$ cat config.mk
export PLATFORM = sky130hd
export DESIGN_NAME = id_ex_stage
export DESIGN_NICKNAME = d
export VERILOG_FILES = /design/src/rtl/id_ex_stage.sv
export SDC_FILE = /design/constraint.sdc
export NUM_CORES = 1
export LEC_CHECK = 0
export CAP_MARGIN = 30
export CORE_UTILIZATION = 30
export CTS_BUF_LIST = sky130_fd_sc_hd__clkbuf_8 sky130_fd_sc_hd__clkbuf_16
export CTS_CLUSTER_DIAMETER = 200
export DETAILED_ROUTE_END_ITERATION = 8
export HOLD_SLACK_MARGIN = 0.05
export PLACE_DENSITY = 0.7
export SLEW_MARGIN = 10
export SYNTH_ARGS = -nofsm -noshare
export SYNTH_HDL_FRONTEND = slang
export SYNTH_SLANG_ARGS = --single-unit
$ cat constraint.sdc
create_clock -name clk -period 2.5 [get_ports clk]
set_input_delay 0.375 -clock clk [delete_from_list [all_inputs] [get_ports clk]]
set_output_delay 0.375 -clock clk [all_outputs]
set_load 0.05 [all_outputs]
$ cat src/rtl/id_ex_stage.sv
// ID/EX pipeline register with ALU control decode, EX/MEM and MEM/WB operand
// forwarding, and load-use hazard detection.
module id_ex_stage #(
    parameter int unsigned W = 32
) (
    input  logic         clk,
    input  logic         rst_n,
    input  logic         id_valid,
    input  logic [4:0]   id_rs,
    input  logic [4:0]   id_rt,
    input  logic [4:0]   id_rd,
    input  logic [W-1:0] id_rs_data,
    input  logic [W-1:0] id_rt_data,
    input  logic [W-1:0] id_imm,
    input  logic [4:0]   id_shamt,
    input  logic [5:0]   id_funct,
    input  logic [1:0]   id_alu_op,
    input  logic         id_alu_src,
    input  logic         id_reg_dst,
    input  logic         id_reg_write,
    input  logic         id_mem_read,
    input  logic         id_mem_write,
    input  logic         id_mem_to_reg,
    input  logic         id_branch,
    input  logic         flush,
    input  logic         exm_reg_write,
    input  logic [4:0]   exm_rd,
    input  logic [W-1:0] exm_result,
    input  logic         mwb_reg_write,
    input  logic [4:0]   mwb_rd,
    input  logic [W-1:0] mwb_data,
    output logic         hazard_stall,
    output logic         ex_valid,
    output logic [3:0]   alu_ctrl,
    output logic [W-1:0] alu_in1,
    output logic [W-1:0] alu_in2,
    output logic [W-1:0] ex_store_data,
    output logic [4:0]   ex_dest,
    output logic         ex_reg_write,
    output logic         ex_mem_read,
    output logic         ex_mem_write,
    output logic         ex_mem_to_reg,
    output logic         ex_branch,
    output logic         ex_illegal
);

    localparam int unsigned RW = 5;

    localparam logic [3:0] ALU_AND = 4'b0000;
    localparam logic [3:0] ALU_OR  = 4'b0001;
    localparam logic [3:0] ALU_ADD = 4'b0010;
    localparam logic [3:0] ALU_SUB = 4'b0011;
    localparam logic [3:0] ALU_SLL = 4'b0100;
    localparam logic [3:0] ALU_SRL = 4'b0101;
    localparam logic [3:0] ALU_SLT = 4'b0110;

    logic [RW-1:0] ex_rs_q;
    logic [RW-1:0] ex_rt_q;
    logic [W-1:0]  ex_rs_data_q;
    logic [W-1:0]  ex_rt_data_q;
    logic [W-1:0]  ex_imm_q;
    logic [RW-1:0] ex_shamt_q;
    logic          ex_alu_src_q;

    logic [3:0]    dec_code;
    logic          dec_illegal;
    logic          bubble;
    logic [W-1:0]  fwd_rs;
    logic [W-1:0]  fwd_rt;
    logic          is_shift;

    // ALU control decode from ALUOp / funct
    always_comb begin
        dec_code    = ALU_ADD;
        dec_illegal = 1'b0;
        case (id_alu_op)
            2'b00: dec_code = ALU_ADD;
            2'b01: dec_code = ALU_SUB;
            2'b11: dec_code = ALU_OR;
            default: begin
                case (id_funct)
                    6'b100000: dec_code = ALU_ADD;
                    6'b100010: dec_code = ALU_SUB;
                    6'b100100: dec_code = ALU_AND;
                    6'b100101: dec_code = ALU_OR;
                    6'b101010: dec_code = ALU_SLT;
                    6'b000000: dec_code = ALU_SLL;
                    6'b000010: dec_code = ALU_SRL;
                    default: begin
                        dec_code    = ALU_ADD;
                        dec_illegal = 1'b1;
                    end
                endcase
            end
        endcase
    end

    // Load in EX whose destination is read by the instruction in decode
    always_comb begin
        hazard_stall = ex_valid && ex_mem_read && (ex_dest != '0) && id_valid &&
                       ((ex_dest == id_rs) || (ex_dest == id_rt));
    end

    assign bubble = flush || hazard_stall;

    always_ff @(posedge clk) begin
        if (!rst_n) begin
            ex_valid      <= 1'b0;
            alu_ctrl      <= ALU_ADD;
            ex_illegal    <= 1'b0;
            ex_dest       <= '0;
            ex_reg_write  <= 1'b0;
            ex_mem_read   <= 1'b0;
            ex_mem_write  <= 1'b0;
            ex_mem_to_reg <= 1'b0;
            ex_branch     <= 1'b0;
            ex_rs_q       <= '0;
            ex_rt_q       <= '0;
            ex_rs_data_q  <= '0;
            ex_rt_data_q  <= '0;
            ex_imm_q      <= '0;
            ex_shamt_q    <= '0;
            ex_alu_src_q  <= 1'b0;
        end else begin
            ex_rs_q      <= id_rs;
            ex_rt_q      <= id_rt;
            ex_rs_data_q <= id_rs_data;
            ex_rt_data_q <= id_rt_data;
            ex_imm_q     <= id_imm;
            ex_shamt_q   <= id_shamt;
            ex_alu_src_q <= id_alu_src;
            ex_dest      <= id_reg_dst ? id_rd : id_rt;
            if (bubble) begin
                ex_valid      <= 1'b0;
                alu_ctrl      <= ALU_ADD;
                ex_illegal    <= 1'b0;
                ex_reg_write  <= 1'b0;
                ex_mem_read   <= 1'b0;
                ex_mem_write  <= 1'b0;
                ex_mem_to_reg <= 1'b0;
                ex_branch     <= 1'b0;
            end else begin
                ex_valid      <= id_valid;
                alu_ctrl      <= dec_code;
                ex_illegal    <= dec_illegal;
                ex_reg_write  <= id_reg_write;
                ex_mem_read   <= id_mem_read;
                ex_mem_write  <= id_mem_write;
                ex_mem_to_reg <= id_mem_to_reg;
                ex_branch     <= id_branch;
            end
        end
    end

    // Forwarding: EX/MEM (younger) beats MEM/WB; r0 is never forwarded
    always_comb begin
        fwd_rs = ex_rs_data_q;
        if (exm_reg_write && (exm_rd != '0) && (exm_rd == ex_rs_q)) begin
            fwd_rs = exm_result;
        end else if (mwb_reg_write && (mwb_rd != '0) && (mwb_rd == ex_rs_q)) begin
            fwd_rs = mwb_data;
        end
        fwd_rt = ex_rt_data_q;
        if (exm_reg_write && (exm_rd != '0) && (exm_rd == ex_rt_q)) begin
            fwd_rt = exm_result;
        end else if (mwb_reg_write && (mwb_rd != '0) && (mwb_rd == ex_rt_q)) begin
            fwd_rt = mwb_data;
        end
    end

    assign is_shift = (alu_ctrl == ALU_SLL) || (alu_ctrl == ALU_SRL);

    // Shifts take the value from rt and the amount from shamt
    always_comb begin
        alu_in1       = is_shift ? fwd_rt : fwd_rs;
        alu_in2       = is_shift ? W'(ex_shamt_q) : (ex_alu_src_q ? ex_imm_q : fwd_rt);
        ex_store_data = fwd_rt;
    end

endmodule

==> flow_summary.toml <==
[outcome]
status = "complete, but fails checks"
violations = "negative setup slack"

[power_and_ir_drop]
p_leak_nw = 6.195
power_switching_w = 0.002413
p_seq_share_pct = 29.4
p_sw_share_pct = 32.33
p_comb_share_pct = 33.9
pwr-share-clk_pct = 36.7
power_w = 0.007464
ir_worst_vdd_v = 0.0003798
power_density_mw_per_mm2 = 502.0
internal_power_w = 0.005051

[hold_path]
hold_class = "in2reg"
hold_path_depth = 2
min_from = "rst_n"
whs_endpoint = "ex_dest[0]"

[setup_path]
worstPathRequired_ns = 2.12
end_kind = "output pin"
crit_type = "reg2out"
path_common_cell = "buf_6"
worst-path-max-fanout = 16
crit_buf_inv = 3
path_cells = "xor2_1 > or2_2 > buf_6 > o31ai_1 > buf_4 > a31oi_4 > a22o_4 > buf_6"
slowest_stage = "o31ai_1"
regToRegSetupSlack_ns = 0.70
r2r-start = "ex_dest[1]"
startpoint_type = "flip-flop"
reg2reg_to = "ex_illegal"
reg2regPathDepth = 4
arrival_ns = 2.66
crit_family = "compound AO/OA/AOI/OAI gates"
critPathMaxStageDelay_ns = 0.44

[global_routing]
grt_max_degree = 65
grt_usage_pct = 26.84
antenna_found_initial = 1
grt_pass1_vias = 9034
grt-ovfl-total = 0
grt_pass1_wl_um = 49490

[timing]
fin_ws_ns = -0.5353
finClkSkew_ns = 0.003847
clock.fmax_mhz = 329.5
fin_crit_ns = 3.035
rsz0062_at_grt = "true"
hold_viol = 0
setup_violations = 96
slew-limit-headroom_pct = 52.35
whs_ns = 0.4749
slew_violations = 0
finalCritPeriodShare_pct = 121.4
worst_slew_pin_slew_ns = 0.7148

[final_layout]
top_regs = "ex_imm_q (32), ex_rs_data_q (32), ex_rt_data_q (32)"
stdcell_count = 1619
multi_input_comb_area_sq_mm = 0.005485
area.growth.synth_to_final_pct = 109.9
drive_gt1_share_pct = 41.30
regArea_sq_mm = 0.002549
num-fill-cells = 1791
final_net_count = 1504
final_area_sq_mm = 0.01487

[placed_design]
place.gp.congestion = 0.8236
dp_hpwl_um = 21240
numPortBuffers = 322
post_dp_cell_area_sq_mm = 0.01226
placedCellCount = 1535

[routing]
finalWirelength_um = 32710
wl_per_cell_um = 20.21
drtPass1Iterations = 5
ant_nets = 0
drc = 0
drt_iter0_drc = 459
avgViaCountPerCell = 5.243
vias = 8488

[synth]
synthFlopType = "dfxtp_1"
synth_edf_count = 0
synth.yosys.warnings = 0
yosysSeqAreaShare_pct = 35.90
synthXorXnorAreaFrac_pct = 3.710
synth_common_cells = "and2_1, dfxtp_1, inv_1, clkbuf_1, nor3_1"
muxShareOfSynthArea_pct = 0.7067
synth-async-reset-ratio_pct = 0
syn_area_sq_mm = 0.007082
yosys-top-cells-area = "dfxtp_1, and2_1, a311oi_1"
syn-instance-count = 845
yosys.area_share.simple_pct = 24.98
avgSynthCellArea_sq_um = 8.381
yosysMostFrequentCell = "and2_1"
synthDistinctLibCells = 49
synth_top_cell_by_area = "dfxtp_1"
yosys_register_bits = 127
synth_top_area_share_pct = 35.90
synth_compound_area_share_pct = 25.19
syn_nets = 1056
synth_top_family_by_area = "compound AO/OA/AOI/OAI gates"
synth_fa_ha_area_share_pct = 0

[floorplan]
die-area_sq_mm = 0.02422
start_util_pct = 30.90
core_sq_mm = 0.02292
row_count = 55
die_y_um = 155.6
io_pins = 324
die_x_um = 155.6

[cts]
holdBufCountCts = 0
cts-root-buf = "clkbuf_16"
clockBufferDepth = 2
clock_latency_ns = 0.41
numCtsBuffers = 17
cts.sinks = 127
tritoncts = "built"
htreeDepth = 4
clkSlewWorstSetupHoldPaths_ns = 0.06

[job]
maxCapViolCount = 0
==> power groups by stage <==
stage | sequential, W | clock, W | combinational (W)
global route | 0.00220 | 0.00286 | 0.00264
finish | 0.00220 | 0.00274 | 0.00253
detailed placement | 0.00223 | 0 | 0.00210
CTS | 0.00219 | 0.00279 | 0.00249
global placement | 0.00223 | 0 | 0.00209
floorplan | 0.00224 | 0 | 0.00113
==> cell type report <==
| class | instances | area share [%] |
|---|---|---|
| timing repair buffer | 515 | 37.39 |
| multi-input combinational | 566 | 36.90 |
| sequential | 127 | 17.14 |
| clock buffer | 17 | 2.861 |
| tap | 313 | 2.634 |
| inverter | 66 | 1.666 |
| clock inverter | 14 | 1.389 |
| antenna | 1 | 0.01683 |
==> cell families (layout without fill, tap and decap cells) <==
logic type	after synthesis	count (layout)
xor+xnor	30	30
simple gates	296	296
flops	127	127
other cells	1	2
compound gates	234	234
mux	5	5
buf+inv	152	612
==> worst max path at each step <==
stage,end,slack [ns],cells after the start,startpoint
floorplan,alu_in1[23],-0.19,7,mwb_rd[1]
global route,alu_in1[19],-0.63,8,ex_rt_q[4]
global placement,alu_in1[31],-0.74,8,mwb_rd[1]
detailed placement,alu_in1[20],-0.77,10,mwb_rd[1]
CTS,alu_in1[31],-0.49,7,ex_rt_q[1]
finish,alu_in1[19],-0.54,8,ex_rt_q[4]
==> metal layers <==
| layer | part of all wire [%] | global-route usage, % | vias to the layer above |
|---|---|---|---|
| met5 | 0 | 0 | - |
| met4 | 3.8 | 14.24 | 0 |
| met3 | 7.4 | 6.972 | 76 |
| met2 | 50 | 47.23 | 375 |
| met1 | 39 | 29.57 | 4077 |
| li1 | - | - | 3960 |
==> what timing repair did <==
item	CTS	global route
gates resized for setup	311	25
pin swaps	78	21
cloned	9	0
setup buffers	36	9
endpoints found under the setup margin	96	96
==> through the flow <==
step	setup slack, ns	utilization [%]	TNS [ns]
2_1_floorplan	-0.1870	-	-3.934
4_1_cts	-0.4933	64.07	-37.02
5_1_grt	-0.6291	64.88	-44.11
3_5_place_dp	-0.7738	53.49	-59.58
6_report	-0.5353	64.88	-35.05
3_3_place_gp	-0.7378	53.49	-57.22
==> worst register-to-register path: stages (launching register included) <==
cell and delay, ns:
dfxtp_1 0.34, or4_1 0.53, nor2_1 0.17, o311a_1 0.37
nor4bb_1 0.31
==> placed cells by master, fill, tap and decap left out, types with 15 or more instances in the layout <==
cell type / n
a22o_4: 29
o31ai_4: 22
a311oi_2: 28
o21a_2: 27
a31oi_4: 31
and2_1: 144
inv_1: 66
buf_6: 87
buf_12: 29
nand4_1: 32
clkbuf_16: 17
buf_4: 130
xor2_1: 15
a211o_1: 30
dfxtp_1: 122
a21oi_1: 32
clkdlybuf4s50_1: 214
buf_8: 38
nor3_2: 30
nor4_1: 31
(Power assumes the default switching activity.)
